**config.mk**
```make
export PLATFORM = sky130hd
export DESIGN_NAME = ex_mem_stage_reg
export DESIGN_NICKNAME = d
export VERILOG_FILES = /design/src/rtl/ex_mem_stage_reg.sv
export SDC_FILE = /design/constraint.sdc
export NUM_CORES = 1
export LEC_CHECK = 0
export BUFFER_PORTS_ARGS = -buffer_cell sky130_fd_sc_hd__buf_2
export CAP_MARGIN = 20
export CORE_MARGIN = 4
export CORE_UTILIZATION = 25
export DETAILED_ROUTE_END_ITERATION = 10
export HOLD_SLACK_MARGIN = 0.08
export SLEW_MARGIN = 20
export SYNTH_ARGS = -nofsm -noshare
export SYNTH_HDL_FRONTEND = slang
export SYNTH_SLANG_ARGS = --single-unit
```
**constraint.sdc**
```tcl
create_clock -name clk -period 2.1 [get_ports clk]
set_input_delay 0.315 -clock clk [delete_from_list [all_inputs] [get_ports clk]]
set_output_delay 0.315 -clock clk [all_outputs]
set_load 0.05 [all_outputs]
```
**src/rtl/ex_mem_stage_reg.sv**
```systemverilog
`default_nettype none
// ============================================================================
//  Module      : ex_mem_stage_reg
//  Description : EX->MEM pipeline register with valid/ready flow control,
//                optional 2-entry skid buffer, flush and bubble squashing.
//                Optional perf counters when EX_MEM_PERF_EN is defined.
//  Revision    : 1.0 - initial parametrised release
// ============================================================================
module ex_mem_stage_reg #(
    parameter int DATA_W     = 32,
    parameter int REG_ADDR_W = 5,
    parameter int CTRL_W     = 3,
    parameter int SKID       = 1
) (
    input  logic                  clk,
    input  logic                  rst,
    input  logic                  flush,
    input  logic                  in_valid,
    output logic                  in_ready,
    input  logic [CTRL_W-1:0]     in_ctrl,
    input  logic [DATA_W-1:0]     in_alu_result,
    input  logic [DATA_W-1:0]     in_store_data,
    input  logic [REG_ADDR_W-1:0] in_rd_num,
    output logic                  out_valid,
    input  logic                  out_ready,
    output logic [CTRL_W-1:0]     out_ctrl,
    output logic [DATA_W-1:0]     out_alu_result,
    output logic [DATA_W-1:0]     out_store_data,
    output logic [REG_ADDR_W-1:0] out_rd_num
`ifdef EX_MEM_PERF_EN
    ,
    output logic [31:0]           stall_cnt,
    output logic [15:0]           flush_cnt
`endif
);

    localparam int ENT_W = CTRL_W + 2 * DATA_W + REG_ADDR_W;

    typedef enum logic [1:0] {
        ST_EMPTY = 2'd0,
        ST_FULL  = 2'd1,
        ST_SKID  = 2'd2
    } state_t;

    state_t             state_q;
    logic [ENT_W-1:0]   main_q;
    logic [ENT_W-1:0]   skid_q;
    logic [CTRL_W-1:0]  in_ctrl_sq;
    logic [ENT_W-1:0]   in_ent;
    logic               in_xfer;
    logic               out_xfer;

    // A write to r0 is architecturally a no-op, so drop reg_write at capture.
    always_comb begin
        in_ctrl_sq    = in_ctrl;
        in_ctrl_sq[0] = in_ctrl[0] & (|in_rd_num);
    end

    assign in_ent   = {in_ctrl_sq, in_alu_result, in_store_data, in_rd_num};
    assign in_xfer  = in_valid && in_ready;
    assign out_xfer = out_valid && out_ready;

    assign out_valid      = (state_q != ST_EMPTY);
    assign out_ctrl       = out_valid ? main_q[ENT_W-1 -: CTRL_W] : '0;
    assign out_alu_result = main_q[ENT_W-CTRL_W-1 -: DATA_W];
    assign out_store_data = main_q[REG_ADDR_W+DATA_W-1 -: DATA_W];
    assign out_rd_num     = main_q[REG_ADDR_W-1:0];

    generate
        if (SKID != 0) begin : g_skid
            // Decoded from the state flop only: no path from out_ready.
            assign in_ready = !rst && (state_q != ST_SKID);
        end else begin : g_single
            assign in_ready = !rst && (!out_valid || out_ready);
        end
    endgenerate

    always_ff @(posedge clk) begin
        if (rst) begin
            state_q <= ST_EMPTY;
            main_q  <= '0;
            skid_q  <= '0;
        end else if (flush) begin
            state_q <= ST_EMPTY;
        end else begin
            case (state_q)
                ST_EMPTY: begin
                    if (in_xfer) begin
                        main_q  <= in_ent;
                        state_q <= ST_FULL;
                    end
                end
                ST_FULL: begin
                    if (in_xfer && out_xfer) begin
                        main_q <= in_ent;
                    end else if (out_xfer) begin
                        state_q <= ST_EMPTY;
                    end else if (in_xfer) begin
                        skid_q  <= in_ent;
                        state_q <= ST_SKID;
                    end
                end
                ST_SKID: begin
                    if (out_xfer) begin
                        main_q  <= skid_q;
                        state_q <= ST_FULL;
                    end
                end
                default: state_q <= ST_EMPTY;
            endcase
        end
    end

`ifdef EX_MEM_PERF_EN
    logic [31:0] stall_cnt_q;
    logic [15:0] flush_cnt_q;

    always_ff @(posedge clk) begin
        if (rst) begin
            stall_cnt_q <= '0;
            flush_cnt_q <= '0;
        end else begin
            if (out_valid && !out_ready && (stall_cnt_q != '1)) begin
                stall_cnt_q <= stall_cnt_q + 32'd1;
            end
            if (flush && out_valid && (flush_cnt_q != '1)) begin
                flush_cnt_q <= flush_cnt_q + 16'd1;
            end
        end
    end

    assign stall_cnt = stall_cnt_q;
    assign flush_cnt = flush_cnt_q;
`endif

endmodule
`default_nettype wire

```
==> impl_metrics.csv <==
group,metric,value,unit
run_status,status,"finished, final reports clean",
synth,synth_ff_type,"dfxtp_1",
clocking,cts_buffers,17,
global_routing,grt_max_degree,99,
final_layout,multiInputGateArea,2790,um^2
drt,finalWirelength,16100,um
power,peakVddDrop,0.355,mV
synth,yosysWarnings,0,
sta,max_freq,0.511,GHz
final_layout,drive_gt1_share,30.0,%
synth,ys_types,26,
drt,drtAntennaViolNets,0,
final_layout,fin_nets,874,
placement,io_buffers,150,
global_routing,grtUsageTotal,11.1,%
setup_path,cp-start-kind,"flop",
drt,drc,0,
synth,synth_area_leaders,"dfxtp_1 (45%), mux2i_1 (11%), buf_4 (8.5%)",
global_routing,grt_pass1_wl,25700,um
sta,period_share,93.2,%
final_layout,area_delta_synth_final,18.9,%
setup_path,path_max_fanout,15,
power,p_seq_share,42.7,%
power,powerDensity,872,nW/um^2
drt,detail_route.vias_per_cell,4.37,
final_layout,seq_area,2920,um^2
clocking,cts_hold_buf,0,
synth,synth_top_area_share,44.7,%
hold_path,hold_path_class,"input port to flop",
clocking,htree_levels,4,
floorplan,rows,58,
floorplan,die_x,170,um
power,total_power,6780,uW
clocking,cts_root_buffer,"clkbuf_16",
synth,syn_avg_cell_area,8.96,um^2
drt,drtPass1Iterations,5,
sta,skew,0.00968,ns
synth,synth_seq_area_share,44.7,%
clocking,cts_resized,0,
floorplan,coreArea,25500,um^2
sta,drv_slew,0,
final_layout,utilization,30.5,%
clocking,clkSlewWorstSetupHoldPaths,0.07,ns
power,power_frac_clock,45.6,%
clocking,cts_tree,"done",
clocking,worst_skew_pair.late_latency,0.42,ns
drt,drtIter0Drc,226,
floorplan,boundaryPins,151,
drt,vias,4995,
synth,synth_largest_area_cell,"dfxtp_1",
synth,syn-num-nets,806,
drt,avgRoutedWirePerCell,14.1,um
setup_path,path_cells,"buf_4, nand2b_4, nor2b_2, buf_2",
synth,ys_ff_latch,146,
synth,syn_inst,729,
global_routing,grt_pass1_vias,4847,
flow_run,cap_violations,0,
power,internal_power,4910,uW
setup_path,cp.required,1.78,ns
floorplan,die_area,28800,um^2
floorplan,die_h,170,um
setup_path,arrival,1.64,ns
clocking,cts_sinks,146,
synth,synth_edf_count,0,
floorplan,start_util,25.6,%
synth,async_reset_ff_share,0,%
power,p_comb_share,11.7,%
global_routing,grt_remaining_overflow,0,
sta,setup_viol,0,
final_layout,fillers,2706,
sta,post-route-min-period,1.96,ns
sta,relSlewSlack,62.8,%
power,p_leak,0.00342,uW
setup_path,critical_path.max_stage_delay,0.32,ns
sta,finalHoldViolations,0,
power,p_sw_share,27.5,%
placement,gp_congestion,0.728,
clocking,cts_buffer_depth,2,
setup_path,slowest_stage,"dfxtp_1",
placement,dpl.hpwl,10500,um
setup_path,worstSetupEndpointType,"output port",
setup_path,critPathKind,"flop to output port",
sta,rsz0062_at_grt,"no",
sta,worst_slew_pin_slew,0.559,ns
power,p_switching,1870,uW
global_routing,antenna_found_initial,2,
synth,syn-cell-area,6530,um^2
registers in the layout, summed over array words and instances (netlist names):
name,cells
main_q,72
skid_q,72
state_q,2
area by class of cell:
type	count	area share, %
clock inverters	13	1.72
diodes	2	0.0644
clock buffers	19	5.83
flip-flops and latches	146	37.6
multi-input cells	457	35.9
repair buffers	173	13.4
well taps	330	5.31
inverters	2	0.0966
power by group through the flow:
stage | Combinational (uW) | Clock [uW] | Sequential, uW
after floorplan | 655 | 0 | 2950
after global placement | 786 | 0 | 2960
after detailed placement | 796 | 0 | 2960
after CTS | 801 | 3190 | 2900
after global routing | 852 | 3300 | 2900
final | 790 | 3090 | 2890
critical path: cells and delay by family (launching register included):
kind,cells,cell delay [ns]
DFF,1,0.32
buffers and inverters,2,0.39
and+or+nand+nor,2,0.52
path summary, 6_finish.rpt:
path | start | endpoint | slack (ns) | depth (start not counted)
min reg2reg | skid_q[55]$_SDFFE_PP0P_ | skid_q[55]$_SDFFE_PP0P_ | 0.45 | 2
min | in_ctrl[1] | skid_q[70]$_SDFFE_PP0P_ | 0.14 | 3
max | state_q[0]$_SDFFE_PP0P_ | in_ready | 0.14 | 4
max reg2reg | state_q[0]$_SDFFE_PP0P_ | main_q[28]$_SDFFE_PP0P_ | 0.20 | 7
timing repair:
item                                    in CTS  in global routing
hold endpoints to repair                     0                  0
buffers inserted                             1                  0
endpoints found under the setup margin       2                  0
synth_stat cells, types with 2 or more instances:
| master | count |
|---|---|
| a211oi_2 | 31 |
| inv_1 | 2 |
| a211oi_1 | 40 |
| buf_6 | 10 |
| nor2_1 | 74 |
| nand3_1 | 3 |
| a21oi_1 | 73 |
| mux2i_1 | 72 |
| buf_2 | 12 |
| clkbuf_1 | 27 |
| buf_4 | 74 |
| nor2b_1 | 6 |
| nand2_1 | 145 |
| nand2b_1 | 3 |
| dfxtp_1 | 146 |
cells by family (layout without fill, tap and decap cells):
group / after synthesis / count (layout) / share of synthesized area (%)
other: 0 / 2 / 0
AO/OA/AOI/OAI: 149 / 149 / 17.1
AND/OR/NAND/NOR: 236 / 236 / 14.2
multiplexers: 72 / 72 / 11.0
buffers and inverters: 126 / 207 / 12.9
flip-flops: 146 / 146 / 44.7
per-layer routing:
metal | GRT usage (%) | wire length, um | vias up
met5 | 0 | 0 | -
met4 | 4.24 | 281 | 0
met3 | 2.91 | 769 | 18
met2 | 18.6 | 7690 | 100
met1 | 13.7 | 7320 | 2343
li1 | - | - | 2534
cell usage in the layout, fill, tap and decap left out, drive strengths merged:
cell type	count
nor3	1
o41ai	1
buf	173
or4bb	1
clkbuf	19
and3	1
a21oi	74
nor2	74
clkinv	6
diode	2
inv	4
or2	1
bufinv	2
o2111ai	1
nand2b	3
a211oi	71
nand3	3
clkinvlp	3
o22ai	1
and2	1
dfxtp	146
mux2i	72
a2111oi	1
nor2b	6
nand2	145
through the flow:
stage | TNS, ns | std cells | setup slack (ns) | instance area, um^2 | hold WS (ns)
floorplan | 0 | 729 | 0.101 | 6540 | 0.398
global placement | -0.700 | 1107 | -0.0471 | 7160 | 0.441
detailed placement | -3.32 | 1107 | -0.110 | 7160 | 0.446
CTS | 0 | 1140 | 0.0981 | 7760 | 0.120
global route | 0 | 1142 | 0.0542 | 7770 | 0.131
finish | 0 | 1142 | 0.143 | 7770 | 0.143
Note: power is estimated with default switching activity, not from simulation.
